`src/rtl/collision_event_latch_if.sv`:
```
// Event handshake bundle from the collision latch to the ball controller.
// The master drives the event and the slave acknowledges it.
interface collision_event_latch_if;
  logic        evtValid;
  logic        evtAck;
  logic [6:0]  evtFlags;
  logic [2:0]  evtCode;
  logic        overrun;
  logic [10:0] hitX;
  logic [10:0] hitY;
  logic [10:0] hitTileX;
  logic [10:0] hitTileY;

  modport master (
    output evtValid,
    output evtFlags,
    output evtCode,
    output overrun,
    output hitX,
    output hitY,
    output hitTileX,
    output hitTileY,
    input  evtAck
  );

  modport slave (
    input  evtValid,
    input  evtFlags,
    input  evtCode,
    input  overrun,
    input  hitX,
    input  hitY,
    input  hitTileX,
    input  hitTileY,
    output evtAck
  );
endinterface

```
`src/rtl/collision_event_latch.sv`:
```
// Per-frame ball collision collector; reports one prioritised event per frame.
// HIT_POINT_EN adds capture of the first overlap pixel and its tile origin.
module collision_event_latch #(
  parameter int TELEPORT_COOLDOWN = 16,
  parameter int COOLDOWN_W        = 8
) (
  input  logic        clk,
  input  logic        resetN,
  input  logic        startOfFrame,
  input  logic        ballDR,
  input  logic        boardersDrawReq,
  input  logic        diagonalBoarderDrawReq,
  input  logic        oneSidedBorderDR,
  input  logic        BlockDR,
  input  logic        lossDR,
  input  logic        teleportDR,
  input  logic        speedVarDR,
  input  logic [10:0] pixelX,
  input  logic [10:0] pixelY,
  input  logic [10:0] topleftX,
  input  logic [10:0] topleftY,
  collision_event_latch_if.master evt
);

  typedef enum logic {
    COLLECT,
    REPORT
  } state_t;

  state_t state;
  state_t stateNxt;

  logic [6:0] acc;
  logic [6:0] accNxt;
  logic [6:0] hitVec;
  logic [6:0] snap;
  logic [6:0] flagsQ;
  logic [6:0] flagsNxt;
  logic [2:0] codeQ;
  logic [2:0] codeNxt;
  logic       ovrQ;
  logic       ovrNxt;
  logic       takeSnap;
  logic       coolIdle;

  logic [COOLDOWN_W-1:0] cooldown;
  logic [COOLDOWN_W-1:0] cooldownNxt;

  function automatic logic [2:0] prioCode(
    input logic [6:0] f
  );
    logic [2:0] c;
    c = 3'd0;
    priority case (1'b1)
      f[4]:    c = 3'd7;
      f[5]:    c = 3'd6;
      f[1]:    c = 3'd5;
      f[2]:    c = 3'd4;
      f[0]:    c = 3'd3;
      f[6]:    c = 3'd2;
      f[3]:    c = 3'd1;
      default: c = 3'd0;
    endcase
    return c;
  endfunction

  assign coolIdle = (cooldown == '0);

  // Teleport overlaps are invisible while the cooldown runs.
  assign hitVec = {7{ballDR}} & {
    speedVarDR,
    teleportDR & coolIdle,
    lossDR,
    BlockDR,
    oneSidedBorderDR,
    diagonalBoarderDrawReq,
    boardersDrawReq
  };

  assign snap = acc | hitVec;

  always_ff @(posedge clk or negedge resetN) begin
    if (!resetN) begin
      state    <= COLLECT;
      acc      <= '0;
      flagsQ   <= '0;
      codeQ    <= '0;
      ovrQ     <= 1'b0;
      cooldown <= '0;
    end else begin
      state    <= stateNxt;
      acc      <= accNxt;
      flagsQ   <= flagsNxt;
      codeQ    <= codeNxt;
      ovrQ     <= ovrNxt;
      cooldown <= cooldownNxt;
    end
  end

  always_comb begin
    stateNxt    = state;
    accNxt      = snap;
    flagsNxt    = flagsQ;
    codeNxt     = codeQ;
    ovrNxt      = ovrQ;
    cooldownNxt = cooldown;
    takeSnap    = 1'b0;
    if (startOfFrame) begin
      accNxt   = '0;
      takeSnap = (state == COLLECT) || evt.evtAck;
      if (takeSnap) begin
        ovrNxt = 1'b0;
        if (snap != '0) begin
          flagsNxt = snap;
          codeNxt  = prioCode(snap);
          stateNxt = REPORT;
        end else begin
          stateNxt = COLLECT;
        end
      end else if (snap != '0) begin
        ovrNxt = 1'b1;
      end
      if (takeSnap && snap[5]) begin
        cooldownNxt = COOLDOWN_W'(TELEPORT_COOLDOWN);
      end else if (!coolIdle) begin
        cooldownNxt = cooldown - 1'b1;
      end
    end else if (state == REPORT && evt.evtAck) begin
      stateNxt = COLLECT;
      ovrNxt   = 1'b0;
    end
  end

  assign evt.evtValid = (state == REPORT);
  assign evt.evtFlags = flagsQ;
  assign evt.evtCode  = codeQ;
  assign evt.overrun  = ovrQ;

`ifdef HIT_POINT_EN
  logic [10:0] pxD;
  logic [10:0] pyD;
  logic [10:0] txD;
  logic [10:0] tyD;
  logic [10:0] shX;
  logic [10:0] shY;
  logic [10:0] shTX;
  logic [10:0] shTY;
  logic        shValid;
  logic [10:0] hXQ;
  logic [10:0] hYQ;
  logic [10:0] hTXQ;
  logic [10:0] hTYQ;
  logic        anyHit;

  assign anyHit = |hitVec;

  always_ff @(posedge clk or negedge resetN) begin
    if (!resetN) begin
      pxD     <= '0;
      pyD     <= '0;
      txD     <= '0;
      tyD     <= '0;
      shX     <= '0;
      shY     <= '0;
      shTX    <= '0;
      shTY    <= '0;
      shValid <= 1'b0;
      hXQ     <= '0;
      hYQ     <= '0;
      hTXQ    <= '0;
      hTYQ    <= '0;
    end else begin
      pxD <= pixelX;
      pyD <= pixelY;
      txD <= topleftX;
      tyD <= topleftY;
      if (startOfFrame) begin
        shX     <= '0;
        shY     <= '0;
        shTX    <= '0;
        shTY    <= '0;
        shValid <= 1'b0;
      end else if (anyHit && !shValid) begin
        shX     <= pxD;
        shY     <= pyD;
        shTX    <= txD;
        shTY    <= tyD;
        shValid <= 1'b1;
      end
      // A first overlap on the frame-start cycle itself is used directly.
      if (takeSnap && snap != '0) begin
        hXQ  <= shValid ? shX  : pxD;
        hYQ  <= shValid ? shY  : pyD;
        hTXQ <= shValid ? shTX : txD;
        hTYQ <= shValid ? shTY : tyD;
      end
    end
  end

  assign evt.hitX     = hXQ;
  assign evt.hitY     = hYQ;
  assign evt.hitTileX = hTXQ;
  assign evt.hitTileY = hTYQ;
`else
  logic unusedCoords;

  assign unusedCoords = ^{pixelX, pixelY, topleftX, topleftY};

  assign evt.hitX     = '0;
  assign evt.hitY     = '0;
  assign evt.hitTileX = '0;
  assign evt.hitTileY = '0;
`endif

endmodule

```
`src/flat_wrapper.sv`:
```
// flat-port wrapper written by rule: the top's interface ports become plain ports
module collision_event_latch_flat 
#(
  parameter int TELEPORT_COOLDOWN = 16,
  parameter int COOLDOWN_W        = 8
)
  (clk, resetN, startOfFrame, ballDR, boardersDrawReq, diagonalBoarderDrawReq, oneSidedBorderDR, BlockDR, lossDR, teleportDR, speedVarDR, pixelX, pixelY, topleftX, topleftY, evt_evtValid, evt_evtFlags, evt_evtCode, evt_overrun, evt_hitX, evt_hitY, evt_hitTileX, evt_hitTileY, evt_evtAck);
  collision_event_latch_if evt_i ();
  input  logic clk;
  input  logic resetN;
  input  logic startOfFrame;
  input  logic ballDR;
  input  logic boardersDrawReq;
  input  logic diagonalBoarderDrawReq;
  input  logic oneSidedBorderDR;
  input  logic BlockDR;
  input  logic lossDR;
  input  logic teleportDR;
  input  logic speedVarDR;
  input  logic [10:0] pixelX;
  input  logic [10:0] pixelY;
  input  logic [10:0] topleftX;
  input  logic [10:0] topleftY;
  output wire logic [$bits(evt_i.evtValid)-1:0] evt_evtValid;
  output wire logic [$bits(evt_i.evtFlags)-1:0] evt_evtFlags;
  output wire logic [$bits(evt_i.evtCode)-1:0] evt_evtCode;
  output wire logic [$bits(evt_i.overrun)-1:0] evt_overrun;
  output wire logic [$bits(evt_i.hitX)-1:0] evt_hitX;
  output wire logic [$bits(evt_i.hitY)-1:0] evt_hitY;
  output wire logic [$bits(evt_i.hitTileX)-1:0] evt_hitTileX;
  output wire logic [$bits(evt_i.hitTileY)-1:0] evt_hitTileY;
  input wire logic [$bits(evt_i.evtAck)-1:0] evt_evtAck;
  assign evt_evtValid = evt_i.evtValid;
  assign evt_evtFlags = evt_i.evtFlags;
  assign evt_evtCode = evt_i.evtCode;
  assign evt_overrun = evt_i.overrun;
  assign evt_hitX = evt_i.hitX;
  assign evt_hitY = evt_i.hitY;
  assign evt_hitTileX = evt_i.hitTileX;
  assign evt_hitTileY = evt_i.hitTileY;
  assign evt_i.evtAck = evt_evtAck;
  collision_event_latch #(.TELEPORT_COOLDOWN(TELEPORT_COOLDOWN), .COOLDOWN_W(COOLDOWN_W)) u_core (.clk(clk), .resetN(resetN), .startOfFrame(startOfFrame), .ballDR(ballDR), .boardersDrawReq(boardersDrawReq), .diagonalBoarderDrawReq(diagonalBoarderDrawReq), .oneSidedBorderDR(oneSidedBorderDR), .BlockDR(BlockDR), .lossDR(lossDR), .teleportDR(teleportDR), .speedVarDR(speedVarDR), .pixelX(pixelX), .pixelY(pixelY), .topleftX(topleftX), .topleftY(topleftY), .evt(evt_i));
endmodule
```
`config.mk`:
```
export PLATFORM = sky130hd
export DESIGN_NAME = collision_event_latch_flat
export DESIGN_NICKNAME = d
export VERILOG_FILES = /design/src/rtl/collision_event_latch_if.sv /design/src/rtl/collision_event_latch.sv /design/src/flat_wrapper.sv
export SDC_FILE = /design/constraint.sdc
export NUM_CORES = 1
export LEC_CHECK = 0
export BUFFER_PORTS_ARGS = -buffer_cell sky130_fd_sc_hd__buf_2
export CORE_MARGIN = 2
export CORE_UTILIZATION = 40
export CTS_CLUSTER_DIAMETER = 30
export DETAILED_ROUTE_END_ITERATION = 8
export PLACE_DENSITY_LB_ADDON = 0.12
export SYNTH_ARGS = -nofsm -noshare
export SYNTH_HDL_FRONTEND = slang
export SYNTH_SLANG_ARGS = --single-unit
```
`constraint.sdc`:
```
create_clock -name clk -period 3.35 [get_ports clk]
set_input_delay 0.335 -clock clk [delete_from_list [all_inputs] [get_ports clk]]
set_output_delay 0.335 -clock clk [all_outputs]
set_load 0.02 [all_outputs]
```
==> metrics.txt, run 1 <==
# TYPE chip_impl_metric gauge
chip_impl_metric{name="crit_path_required_time",unit="ns"} 3.52
chip_impl_metric{name="num_vias",unit=""} 1048
chip_impl_metric{name="cts-resized-gates",unit=""} 0
chip_impl_metric{name="grt_max_degree",unit=""} 28
chip_impl_metric{name="clk_transition_reported_paths",unit="ns"} 0.10
chip_impl_metric{name="nFillCells",unit=""} 415
chip_impl_metric{name="worst-path-buf-inv",unit=""} 1
chip_impl_metric{name="routed_wl",unit="mm"} 2.77
chip_impl_info{name="launch_point_of_the_worst_reg_to_reg_path",value="u_core.cooldown[0]"} 1
chip_impl_metric{name="area_delta_synth_final",unit="%"} 1.39
chip_impl_metric{name="grt_pass1_vias",unit=""} 953
chip_impl_metric{name="tightestPinTransition",unit="ns"} 0.681
chip_impl_metric{name="cp_slowest_stage_delay",unit="ns"} 0.66
chip_impl_metric{name="drv_cap",unit=""} 0
chip_impl_metric{name="post_cts_setup_buffers",unit=""} 0
chip_impl_metric{name="timing.setup.tns",unit="ns"} 0
chip_impl_info{name="critical-path-slowest-cell",value="a41o_1"} 1
chip_impl_info{name="grt_setup_unrepaired",value="false"} 1
chip_impl_info{name="largest_family_of_logic_cells_by_synthesized_area",value="buffers and inverters"} 1
chip_impl_metric{name="hold_violations",unit=""} 0
chip_impl_info{name="start_kind",value="flop"} 1
chip_impl_metric{name="synth-compound-area-share",unit="%"} 15.0
chip_impl_info{name="ctsRootBufferMaster",value="clkbuf_8"} 1
chip_impl_metric{name="drt_pass1_iterations",unit=""} 4
chip_impl_metric{name="detailed_place_hpwl",unit="mm"} 2.15
chip_impl_info{name="outcome",value="finished, final reports clean"} 1
chip_impl_metric{name="synthAdderAreaFrac",unit="%"} 1.54
chip_impl_metric{name="netlist_area_before_placement",unit="um^2"} 1620
chip_impl_metric{name="synth_seq_cells",unit=""} 27
chip_impl_metric{name="final-max-slew-violation-count",unit=""} 0
chip_impl_metric{name="synth_simple_gate_area_share",unit="%"} 15.3
chip_impl_info{name="timing.critical_path.cells",value="inv_1 -> ha_1 -> nor3b_2 -> a41oi_4 -> a41o_1 -> a21oi_1 -> a21o_2"} 1
chip_impl_metric{name="synth_warnings",unit=""} 0
chip_impl_metric{name="clock.fmax",unit="MHz"} 447
chip_impl_metric{name="synth_xor_xnor_area_share",unit="%"} 3.24
chip_impl_metric{name="postSynthAreaPerCell",unit="um^2"} 9.65
chip_impl_info{name="yosys.area.top_type",value="dfrtp_1"} 1
chip_impl_metric{name="detail-route-antenna-nets",unit=""} 0
chip_impl_metric{name="portBuffers",unit=""} 23
chip_impl_metric{name="synth.mux.area_fraction",unit="%"} 0
chip_impl_metric{name="cts_buffers",unit=""} 3
chip_impl_info{name="critical_path.startpoint",value="u_core.cooldown[0]"} 1
chip_impl_metric{name="nNetsFinal",unit=""} 249
chip_impl_metric{name="layout-drive-gt1-share",unit="%"} 21.1
chip_impl_metric{name="drc_viols",unit=""} 0
chip_impl_metric{name="die_height",unit="um"} 67.7
chip_impl_metric{name="slew_headroom",unit="%"} 54.6
chip_impl_metric{name="wire_length_of_the_first_global_routing_pass",unit="mm"} 4.45
chip_impl_metric{name="cts_buffer_depth",unit=""} 2
chip_impl_metric{name="gr-total-overflow",unit=""} 0
chip_impl_metric{name="critical_path_peak_fanout",unit=""} 18
chip_impl_metric{name="num_io_pins",unit=""} 112
chip_impl_metric{name="layout_worst_path_cycle_share",unit="%"} 66.8
chip_impl_metric{name="routabilityCongestion",unit=""} 0.810
chip_impl_metric{name="fin_worst_skew",unit="ns"} 0.00708
chip_impl_metric{name="maximum_level_of_the_cts_h_tree",unit=""} 1
chip_impl_metric{name="area_of_the_placeable_core",unit="um^2"} 3940
chip_impl_metric{name="clkSinkCount",unit=""} 27
chip_impl_metric{name="fp.dieArea",unit="um^2"} 4580
chip_impl_info{name="worstHoldPathType",value="in -> async"} 1
chip_impl_metric{name="clk-insertion-delay-late",unit="ns"} 0.27
chip_impl_metric{name="worst_ep_arrival_time",unit="ns"} 2.41
chip_impl_metric{name="detailed_route_wire_length_per_cell",unit="um"} 11.5
chip_impl_metric{name="p_total",unit="uW"} 973
chip_impl_info{name="cts_tree",value="done"} 1
chip_impl_info{name="cp_top_family",value="compound AO/OA/AOI/OAI gates"} 1
chip_impl_metric{name="synth.lib_cells_used.distinct",unit=""} 35
chip_impl_info{name="criticalPathCategory",value="reg -> reg"} 1
chip_impl_metric{name="finalCriticalPeriod",unit="ns"} 2.24
chip_impl_info{name="postSynth.topFlopCell",value="dfrtp_1"} 1
chip_impl_metric{name="synth_async_sr_flop_share",unit="%"} 100
chip_impl_metric{name="number_of_antenna_violations_at_the_first_check_in_global_routing",unit=""} 0
chip_impl_metric{name="ctsHoldBuffers",unit=""} 0
chip_impl_metric{name="grt_util_all_layers",unit="%"} 12.8
chip_impl_metric{name="vdd.ir_drop.worst",unit="V"} 0.000197
chip_impl_metric{name="std_cell_rows",unit=""} 23
chip_impl_metric{name="die_x",unit="um"} 67.7
chip_impl_metric{name="leakage",unit="nW"} 0.832
chip_impl_metric{name="netlist_instances",unit=""} 168
chip_impl_metric{name="number_of_diodes",unit=""} 0
chip_impl_metric{name="drtIter0Drc",unit=""} 29
chip_impl_metric{name="effective_utilization_at_floorplan",unit="%"} 41.1
chip_impl_metric{name="power.density_cell_area",unit="nW/um^2"} 592
chip_impl_metric{name="synth_largest_type_area_fraction",unit="%"} 41.7
chip_impl_metric{name="synth-edff-count",unit=""} 0
chip_impl_info{name="end_kind",value="flop"} 1
chip_impl_info{name="synth_top_cells_by_area",value="dfrtp_1 (42%), buf_4 (20%), nand2_1 (3.7%)"} 1
chip_impl_metric{name="setup_viol",unit=""} 0
chip_impl_metric{name="ys_seq_area_share",unit="%"} 41.7
chip_impl_metric{name="vias_per_cell",unit=""} 4.37
-- final timing paths --
path	depth (start not counted)	to	slack, ns
setup / recovery	7	u_core.evt.evtCode[0]	1.11
hold / removal	1	u_core.cooldown[2]	0.06
setup reg to reg	7	u_core.evt.evtCode[0]	1.11
hold reg to reg	2	u_core.evt.evtFlags[3]	0.48
max in group asynchronous	1	u_core.acc[2]	2.89
min in group clk	3	u_core.acc[6]	0.38
-- per-layer routing --
metal  global-route usage (%)  up-vias  wire length (um)
met5                        0        -                 0
met4                     3.06        0                 8
met3                     2.50        2               112
met2                     20.7       29              1370
met1                     17.7      503              1270
li1                         -      514                 -
-- sequential cells by signal, summed over array words and instances, names as in the netlist --
name / count
u_core.cooldown: 8
u_core.evt.overrun: 1
u_core.acc: 7
u_core.evt.evtFlags: 7
u_core.evt.evtValid: 1
u_core.evt.evtCode: 3
-- cells in the final DEF, fill, tap and decap left out, drive strengths merged, types with 3 or more instances in the layout --
cell type / instances
a21o: 4
a21oi: 9
buf: 23
clkbuf: 3
conb: 44
dfrtp: 27
nand2: 16
nor2: 16
o21ai: 16
xor2: 6
-- cell type report --
type / count / area, um^2 / area share (%)
repair buffers: 23 / 115 / 7.00
flip-flops and latches: 27 / 676 / 41.1
inverters: 2 / 7.51 / 0.457
clock inverters: 1 / 7.51 / 0.457
clock buffers: 3 / 41.3 / 2.51
well taps: 50 / 62.6 / 3.81
multi-input cells: 134 / 734 / 44.7
-- cell usage after synthesis (2+ instances only) --
master / instances
nor2_1: 16
a21o_2: 3
dfrtp_1: 27
inv_1: 2
buf_4: 44
nand4b_1: 2
o21ai_0: 10
nand3_1: 2
nand2b_1: 2
nand2_1: 16
nor3b_2: 2
xor2_1: 6
ha_1: 2
a21oi_1: 9
o21ai_2: 5
-- power by group --
group          switching (mW)  total, mW  internal, mW
Clock                   0.102      0.186        0.0843
Combinational           0.208      0.319         0.111
Sequential             0.0674      0.468         0.401
-- cell families (layout without fill, tap and decap cells) --
| logic type | Yosys count | in the layout |
|---|---|---|
| buffers and inverters | 50 | 29 |
| and+or+nand+nor | 47 | 47 |
| AOI/OAI and AO/OA | 35 | 35 |
| DFF | 27 | 27 |
| xor gates and xnor gates | 6 | 6 |
| adders and majority gates | 2 | 2 |
| other | 1 | 44 |
-- per-stage QoR --
| step | setup slack, ns | cells | instance area [um^2] | hold slack [ns] | util, % |
|---|---|---|---|---|---|
| 2_1_floorplan | 1.60 | 211 | 1780 | 0.0394 | - |
| 3_3_place_gp | 1.11 | 236 | 1600 | 0.386 | 40.5 |
| 3_5_place_dp | 1.08 | 236 | 1600 | 0.377 | 40.5 |
| 4_1_cts | 1.08 | 240 | 1640 | 0.0776 | 41.7 |
| 5_1_grt | 0.902 | 240 | 1640 | 0.0851 | 41.7 |
| 6_report | 1.11 | 240 | 1640 | 0.0642 | 41.7 |
(Power assumes the default switching activity.)
==> run 2: changes to the inputs <==
==> constraint.sdc (replaced) <==
create_clock -name clk -period 2.1 [get_ports clk]
set_input_delay 0.21 -clock clk [delete_from_list [all_inputs] [get_ports clk]]
set_output_delay 0.21 -clock clk [all_outputs]
set_load 0.02 [all_outputs]
==> run 2 against run 1 <==
Against the previous run: sequential share of layout area shrank 1.1 points; via count grew 2.1%; fmax grew 18%; clock power grew 58%; worst hold slack gained 0.19 ns; sequential cell count is the same; clock-buffer cell count grew 1; combinational power grew 66%; register-to-register slack lost 0.90 ns; global-route usage is the same; design area grew 2.7%; core utilization grew 1.1 points; critical path type unchanged; critical endpoint is now u_core.evt.evtFlags[6]; largest cell class unchanged; highest routed layer is now met3.
==> metrics.txt, run 2 (synthesis gave the netlist of run 1 again) <==
# TYPE chip_impl_metric gauge
chip_impl_metric{name="routabilityCongestion",unit=""} 0.839
chip_impl_info{name="critical_path.startpoint",value="u_core.cooldown[0]"} 1
chip_impl_info{name="ctsRootBufferMaster",value="clkbuf_8"} 1
chip_impl_metric{name="wire_length_of_the_first_global_routing_pass",unit="mm"} 4.39
chip_impl_metric{name="worst_ep_arrival_time",unit="ns"} 2.05
chip_impl_metric{name="placement_stage_worst_setup_slack",unit="ns"} 0.164
chip_impl_metric{name="final-max-slew-violation-count",unit=""} 0
chip_impl_metric{name="finalCriticalPeriod",unit="ns"} 1.89
chip_impl_metric{name="power.density_cell_area",unit="nW/um^2"} 929
chip_impl_metric{name="layout_worst_path_cycle_share",unit="%"} 90.0
chip_impl_metric{name="detail-route-antenna-nets",unit=""} 0
chip_impl_metric{name="vdd.ir_drop.worst",unit="V"} 0.000279
chip_impl_metric{name="std_cell_rows",unit=""} 23
chip_impl_metric{name="setup_viol",unit=""} 0
chip_impl_metric{name="drtIter0Drc",unit=""} 29
chip_impl_metric{name="maximum_level_of_the_cts_h_tree",unit=""} 1
chip_impl_metric{name="nFillCells",unit=""} 413
chip_impl_metric{name="num_io_pins",unit=""} 112
chip_impl_metric{name="number_of_diodes",unit=""} 0
chip_impl_info{name="critical-path-slowest-cell",value="dfrtp_1"} 1
chip_impl_metric{name="leakage",unit="nW"} 0.860
chip_impl_info{name="worstHoldPathType",value="in -> reg"} 1
chip_impl_metric{name="clk_transition_reported_paths",unit="ns"} 0.09
chip_impl_metric{name="cp_slowest_stage_delay",unit="ns"} 0.41
chip_impl_metric{name="die_height",unit="um"} 67.7
chip_impl_info{name="outcome",value="finished, final reports clean"} 1
chip_impl_metric{name="crit_path_required_time",unit="ns"} 2.26
chip_impl_metric{name="tightest_hold_margin",unit="ns"} 0.250
chip_impl_metric{name="cts_buffer_depth",unit=""} 2
chip_impl_metric{name="layout.area.seq",unit="um^2"} 676
chip_impl_info{name="grt_setup_unrepaired",value="false"} 1
chip_impl_metric{name="portBuffers",unit=""} 23
chip_impl_info{name="cp_top_family",value="compound AO/OA/AOI/OAI gates"} 1
chip_impl_metric{name="grt_pass1_vias",unit=""} 964
chip_impl_metric{name="drt_pass1_iterations",unit=""} 4
chip_impl_metric{name="hold_violations",unit=""} 0
chip_impl_metric{name="num_vias",unit=""} 1070
chip_impl_metric{name="grt_max_degree",unit=""} 28
chip_impl_info{name="launch_point_of_the_worst_reg_to_reg_path",value="u_core.cooldown[0]"} 1
chip_impl_info{name="final_common_cell",value="conb_1"} 1
chip_impl_metric{name="grt_util_all_layers",unit="%"} 12.8
chip_impl_metric{name="number_of_antenna_violations_at_the_first_check_in_global_routing",unit=""} 0
chip_impl_metric{name="nNetsFinal",unit=""} 255
chip_impl_metric{name="fin_worst_skew",unit="ns"} 0.00438
chip_impl_metric{name="fp.dieArea",unit="um^2"} 4580
chip_impl_metric{name="layout-drive-gt1-share",unit="%"} 23.0
chip_impl_info{name="timing.critical_path.cells",value="inv_1 -> ha_1 -> nor3b_2 -> a41oi_4 -> a41o_2 -> buf_4 -> nand2_1 -> o21ai_2"} 1
chip_impl_info{name="largest-register",value="u_core.cooldown"} 1
chip_impl_metric{name="drv_cap",unit=""} 0
chip_impl_metric{name="gr-total-overflow",unit=""} 0
chip_impl_metric{name="detailed_route_wire_length_per_cell",unit="um"} 11.5
chip_impl_metric{name="detailed_place_hpwl",unit="mm"} 2.18
chip_impl_metric{name="clkSinkCount",unit=""} 27
chip_impl_metric{name="tightestPinTransition",unit="ns"} 0.604
chip_impl_info{name="criticalPathCategory",value="reg -> reg"} 1
chip_impl_info{name="start_kind",value="flop"} 1
chip_impl_metric{name="die_x",unit="um"} 67.7
chip_impl_metric{name="vias_per_cell",unit=""} 4.35
chip_impl_info{name="layout_common_cells",value="conb_1 (44), dfrtp_1 (27), buf_2 (23)"} 1
chip_impl_info{name="cts_tree",value="done"} 1
chip_impl_info{name="end_kind",value="flop"} 1
chip_impl_metric{name="largest_register_ffs",unit=""} 8
chip_impl_metric{name="regToRegSetupSlack",unit="ns"} 0.21
chip_impl_metric{name="clock.fmax",unit="MHz"} 529
chip_impl_metric{name="area_of_the_placeable_core",unit="um^2"} 3940
chip_impl_metric{name="timing.setup.tns",unit="ns"} 0
chip_impl_metric{name="cts_buffers",unit=""} 3
chip_impl_metric{name="routed_wl",unit="mm"} 2.83
chip_impl_metric{name="postLayoutSetupSlackWorst",unit="ns"} 0.211
chip_impl_metric{name="area_taken_by_multi_input_logic_gates",unit="um^2"} 736
chip_impl_metric{name="critical_path_peak_fanout",unit=""} 8
chip_impl_metric{name="drc_viols",unit=""} 0
chip_impl_metric{name="area_delta_synth_final",unit="%"} 4.17
chip_impl_metric{name="slew_headroom",unit="%"} 59.7
chip_impl_metric{name="effective_utilization_at_floorplan",unit="%"} 41.1
chip_impl_metric{name="clk-insertion-delay-late",unit="ns"} 0.27
chip_impl_metric{name="worst-path-buf-inv",unit=""} 2
chip_impl_info{name="holdCritStartpoint",value="evt_evtAck"} 1
[run 2: changes by cell type in the layout (fill, tap and decap cells not counted)]
cell and change:
a41o_2 +1, clkbuf_1 +1, dlygate4sd3_1 +1, buf_4 +5, clkinvlp_4 -1, a41o_1 -1
[run 2: metal layers]
layer / vias to the layer above / part of all wire (%) / track usage [%]
met5: - / 0 / 0
met4: 0 / 0 / 4.34
met3: 0 / 4.0 / 2.67
met2: 27 / 53 / 22.4
met1: 513 / 43 / 15.6
li1: 530 / - / -
[run 2: worst paths after layout]
path	to	depth (start not counted)
max in group asynchronous	u_core.evt.evtFlags[1]	2
min reg2reg	u_core.evt.evtFlags[4]	2
max	u_core.evt.evtFlags[6]	8
min	u_core.evt.evtValid	3
max reg2reg	u_core.evt.evtFlags[6]	8
min in group asynchronous	u_core.cooldown[0]	2
[run 2: worst reg2reg max path, delay by kind of cell, from the launching register on]
kind,cells,cell delay [ns]
AOI/OAI and AO/OA,3,0.59
buffers and inverters,2,0.27
DFF,1,0.41
adders and majority gates,1,0.14
and+or+nand+nor,2,0.37
[run 2: area by class of cell]
type	instances	share of cell area [%]
tap	50	3.70
multi-input combinational	134	43.6
timing repair buffer	29	9.63
sequential	27	40.0
inverter	2	0.444
clock buffer	4	2.67
[run 2: per-stage QoR]
step | power [mW] | instance area (um^2) | util, % | std cells
after global placement | 1.27 | 1630 | 41.4 | 241
after floorplan | 1.21 | 1780 | - | 211
after detailed placement | 1.29 | 1630 | 41.4 | 241
after CTS | 1.59 | 1690 | 42.8 | 246
final | 1.57 | 1690 | 42.8 | 246
after global routing | 1.69 | 1690 | 42.8 | 246
[run 2: repair_timing]
item / in CTS / in global routing
hold buffers: 1 / 0
setup endpoints to repair: 0 / 3
hold endpoints to repair: 27 / 0
setup buffers: 0 / 0
resized for setup: 0 / 1
[run 2: where the power goes]
group          switching, mW  internal, mW  total [mW]
Sequential             0.108         0.639       0.747
Clock                  0.158         0.136       0.294
Combinational          0.333         0.194       0.528
Total                  0.599         0.969        1.57
==> run 3: changes to the inputs <==
--- a/config.mk
+++ b/config.mk
@@ -5,6 +5,7 @@
 export SDC_FILE = /design/constraint.sdc
 export NUM_CORES = 1
 export LEC_CHECK = 0
+export ABC_AREA = 1
 export BUFFER_PORTS_ARGS = -buffer_cell sky130_fd_sc_hd__buf_2
 export CORE_MARGIN = 2
 export CORE_UTILIZATION = 40
==> run 3 against run 2 <==
Against the previous run: clock skew about the same; total power grew 21%; combinational power grew 49%; sequential cell count did not move; sequential power is 9.5% higher; worst hold slack worse by 0.043 ns; clock power about the same; die area is 0.65% higher; register-to-register slack gained 0.23 ns; sequential share of layout area down 0.059 points; clock-buffer cell count unchanged; core utilization decreased by 0.25 points; critical endpoint is now u_core.evt.overrun; highest routed layer is now met4.
==> metrics.txt, run 3 <==
# TYPE chip_impl_metric gauge
chip_impl_info{name="outcome",value="finished, final reports clean"} 1
chip_impl_metric{name="critical_path_peak_fanout",unit=""} 9
chip_impl_info{name="end_kind",value="flop"} 1
chip_impl_metric{name="power.net_switching",unit="uW"} 808
chip_impl_info{name="largest-register",value="u_core.cooldown"} 1
chip_impl_metric{name="drc_viols",unit=""} 0
chip_impl_metric{name="clkPwrFrac",unit="%"} 15.6
chip_impl_metric{name="leakage",unit="nW"} 0.965
chip_impl_metric{name="area_taken_by_multi_input_logic_gates",unit="um^2"} 689
chip_impl_metric{name="synth_seq_cells",unit=""} 27
chip_impl_metric{name="synth_warnings",unit=""} 0
chip_impl_metric{name="worstHoldPathCells",unit=""} 3
chip_impl_info{name="postSynth.topFlopCell",value="dfrtp_1"} 1
chip_impl_metric{name="gr-total-overflow",unit=""} 0
chip_impl_info{name="top_usage_layer",value="met2"} 1
chip_impl_metric{name="area_of_the_placeable_core",unit="um^2"} 3970
chip_impl_metric{name="grtUsageMet3",unit="%"} 1.48
chip_impl_metric{name="power.density_cell_area",unit="nW/um^2"} 1120
chip_impl_metric{name="die_x",unit="um"} 67.9
chip_impl_info{name="ctsRootBufferMaster",value="clkbuf_8"} 1
chip_impl_metric{name="seq_power_share",unit="%"} 43.1
chip_impl_metric{name="synth_async_sr_flop_share",unit="%"} 100
chip_impl_metric{name="postSynthAreaPerCell",unit="um^2"} 8.12
chip_impl_metric{name="power_switching_share",unit="%"} 42.5
chip_impl_info{name="critical-path-slowest-cell",value="dfrtp_1"} 1
chip_impl_metric{name="routed_wl",unit="mm"} 2.75
chip_impl_metric{name="fin_worst_skew",unit="ns"} 0.00408
chip_impl_metric{name="vdd.ir_drop.worst",unit="V"} 0.000262
chip_impl_metric{name="nNetsFinal",unit=""} 286
chip_impl_info{name="cp_top_family",value="simple AND/OR/NAND/NOR gates"} 1
chip_impl_metric{name="grt_util_all_layers",unit="%"} 13.3
chip_impl_metric{name="layout-drive-gt1-share",unit="%"} 16.3
chip_impl_metric{name="hold_violations",unit=""} 0
chip_impl_metric{name="synth.lib_cells_used.distinct",unit=""} 22
chip_impl_info{name="worstHoldPathType",value="in -> reg"} 1
chip_impl_metric{name="synth.mux.area_fraction",unit="%"} 0
chip_impl_metric{name="routabilityCongestion",unit=""} 0.801
chip_impl_metric{name="synth_largest_type_area_fraction",unit="%"} 41.4
chip_impl_metric{name="drt_pass1_iterations",unit=""} 4
chip_impl_metric{name="layout_worst_path_cycle_share",unit="%"} 78.9
chip_impl_metric{name="maximum_level_of_the_cts_h_tree",unit=""} 1
chip_impl_info{name="timing.critical_path.cells",value="inv_1 -> ha_1 -> nand2_1 -> nor2_2 -> a21oi_1 -> nand4_1 -> buf_4 -> a21oi_2 -> nor2_1"} 1
chip_impl_metric{name="synth_simple_gate_area_share",unit="%"} 23.4
chip_impl_metric{name="clk-insertion-delay-late",unit="ns"} 0.27
chip_impl_metric{name="layout.area.seq",unit="um^2"} 676
chip_impl_metric{name="postLayoutSetupSlackWorst",unit="ns"} 0.443
chip_impl_info{name="grt_setup_unrepaired",value="false"} 1
chip_impl_info{name="yosys.area.top_type",value="dfrtp_1"} 1
chip_impl_info{name="cts_tree",value="done"} 1
chip_impl_metric{name="detail-route-antenna-nets",unit=""} 0
chip_impl_metric{name="synth-edff-count",unit=""} 0
chip_impl_metric{name="num_vias",unit=""} 1152
chip_impl_metric{name="netlist_area_before_placement",unit="um^2"} 1630
chip_impl_metric{name="final_cell_count_without_fillers",unit=""} 277
chip_impl_metric{name="clkSinkCount",unit=""} 27
chip_impl_metric{name="timing.reg2reg.worst_path_depth",unit=""} 9
chip_impl_metric{name="effective_utilization_at_floorplan",unit="%"} 41.1
chip_impl_metric{name="nFillCells",unit=""} 426
chip_impl_metric{name="slew_headroom",unit="%"} 59.6
chip_impl_metric{name="placement_stage_worst_setup_slack",unit="ns"} 0.425
chip_impl_metric{name="cts_buffer_depth",unit=""} 2
chip_impl_info{name="ys_top_cells_by_count",value="buf_4 (44), nand2_1 (44), dfrtp_1 (27)"} 1
chip_impl_metric{name="die_height",unit="um"} 67.9
chip_impl_info{name="criticalPathCategory",value="reg -> reg"} 1
chip_impl_metric{name="grt_max_degree",unit=""} 28
chip_impl_metric{name="crit_path_required_time",unit="ns"} 2.27
chip_impl_metric{name="num_io_pins",unit=""} 112
chip_impl_metric{name="number_of_antenna_violations_at_the_first_check_in_global_routing",unit=""} 0
chip_impl_metric{name="synthAdderAreaFrac",unit="%"} 1.53
chip_impl_metric{name="vias_per_cell",unit=""} 4.16
chip_impl_metric{name="netlist_instances",unit=""} 201
chip_impl_metric{name="worst-path-buf-inv",unit=""} 2
chip_impl_metric{name="area_delta_synth_final",unit="%"} 3.60
chip_impl_metric{name="grt_use_met2",unit="%"} 19.9
chip_impl_metric{name="worstSetupPathDepth",unit=""} 9
chip_impl_metric{name="worst_ep_arrival_time",unit="ns"} 1.82
chip_impl_metric{name="use_met1",unit="%"} 19.3
chip_impl_info{name="synth_top_cells_by_area",value="dfrtp_1 (41%), buf_4 (20%), nand2_1 (10%)"} 1
chip_impl_metric{name="combPwrFrac",unit="%"} 41.3
chip_impl_metric{name="grt_pass1_vias",unit=""} 1033
chip_impl_metric{name="tightest_hold_margin",unit="ns"} 0.207
chip_impl_metric{name="setup_viol",unit=""} 0
chip_impl_metric{name="std_cell_rows",unit=""} 23
chip_impl_metric{name="fp.dieArea",unit="um^2"} 4610
chip_impl_metric{name="ys_seq_area_share",unit="%"} 41.4
chip_impl_metric{name="final-max-slew-violation-count",unit=""} 0
chip_impl_metric{name="post_cts_setup_buffers",unit=""} 0
chip_impl_metric{name="synth_xor_xnor_area_share",unit="%"} 1.61
chip_impl_metric{name="clk_transition_reported_paths",unit="ns"} 0.09
chip_impl_metric{name="wire_length_of_the_first_global_routing_pass",unit="mm"} 4.64
chip_impl_metric{name="number_of_diodes",unit=""} 0
chip_impl_metric{name="detailed_route_wire_length_per_cell",unit="um"} 9.93
chip_impl_metric{name="portBuffers",unit=""} 23
chip_impl_metric{name="internal_power",unit="mW"} 1.09
chip_impl_info{name="largest_family_of_logic_cells_by_synthesized_area",value="buffers and inverters"} 1
chip_impl_metric{name="drtIter0Drc",unit=""} 30
chip_impl_info{name="layout_common_cells",value="nand2_1 (44), conb_1 (44), dfrtp_1 (27)"} 1
chip_impl_metric{name="cts_buffers",unit=""} 3
chip_impl_metric{name="timing.setup.tns",unit="ns"} 0
chip_impl_metric{name="tightestPinTransition",unit="ns"} 0.607
chip_impl_metric{name="detailed_place_hpwl",unit="mm"} 2.02
chip_impl_info{name="start_kind",value="flop"} 1
chip_impl_metric{name="largest_register_ffs",unit=""} 8
chip_impl_metric{name="cp_slowest_stage_delay",unit="ns"} 0.33
chip_impl_metric{name="synth-compound-area-share",unit="%"} 5.59
chip_impl_metric{name="dp.cells",unit=""} 272
chip_impl_metric{name="drv_cap",unit=""} 0
chip_impl_metric{name="clock.fmax",unit="MHz"} 603
chip_impl_metric{name="finalCriticalPeriod",unit="ns"} 1.66
run 3: changes by cell type after synthesis, sizes merged, moves of 4 or more:
| cell | delta |
|---|---|
| a21o | -4 |
| inv | +15 |
| nand2 | +29 |
| nand3 | +5 |
| nand4 | +11 |
| nor2 | +4 |
| o21ai | -10 |
| xor2 | -4 |
run 3: cell families (layout without fill, tap and decap cells):
logic type | Yosys count | after routing
simple gates | 85 | 85
buf+inv | 66 | 49
flops | 27 | 27
compound gates | 17 | 17
xor+xnor | 3 | 3
fa+ha+maj | 2 | 2
other cells | 1 | 44
run 3: worst paths after layout:
kind                                        start                endpoint  slack, ns
min in group asynchronous                  resetN      u_core.cooldown[1]       0.48
max                            u_core.cooldown[0]      u_core.evt.overrun       0.44
max in group asynchronous                  resetN  u_core.evt.evtFlags[4]       1.23
min                                       BlockDR           u_core.acc[3]       0.21
min reg2reg                u_core.evt.evtFlags[1]  u_core.evt.evtFlags[1]       0.47
max reg2reg                    u_core.cooldown[0]      u_core.evt.overrun       0.44
run 3: layout make-up:
type,instances,share of cell area [%]
multi-input cells,151,40.8
flip-flops and latches,27,39.9
repair buffers,28,9.17
inverters,17,3.77
well taps,50,3.70
clock buffers,4,2.66
run 3: through the flow:
stage | util [%] | power (mW) | instance area (um^2)
after global placement | 41.2 | 1.62 | 1640
after floorplan | - | 1.48 | 1790
after detailed placement | 41.2 | 1.62 | 1640
after global routing | 42.6 | 2.07 | 1690
final | 42.6 | 1.90 | 1690
after CTS | 42.6 | 1.93 | 1690
run 3: per-layer routing:
| metal | up-vias | part of all wire [%] |
|---|---|---|
| met4 | 0 | 0.91 |
| met5 | - | 0 |
| li1 | 597 | - |
| met2 | 51 | 43 |
| met3 | 3 | 6.1 |
| met1 | 501 | 50 |
run 3: timing repair:
action	4_1_cts	5_1_grt
gates resized for setup	0	0
hold endpoints to repair	27	0
hold buffers	1	0
run 3: worst min-delay path: cells and delay by family:
family / cells / cell delay [ns]
AOI/OAI and AO/OA: 1 / 0.06
and+or+nand+nor: 1 / 0.07
buffers and inverters: 1 / 0.10
run 3: power by group through the flow:
stage / sequential, mW / combinational, mW / clock, mW
2_1_floorplan: 0.956 / 0.520 / 0
3_3_place_gp: 0.829 / 0.792 / 0
3_5_place_dp: 0.832 / 0.790 / 0
4_1_cts: 0.820 / 0.797 / 0.309
5_1_grt: 0.849 / 0.903 / 0.322
6_report: 0.818 / 0.785 / 0.297
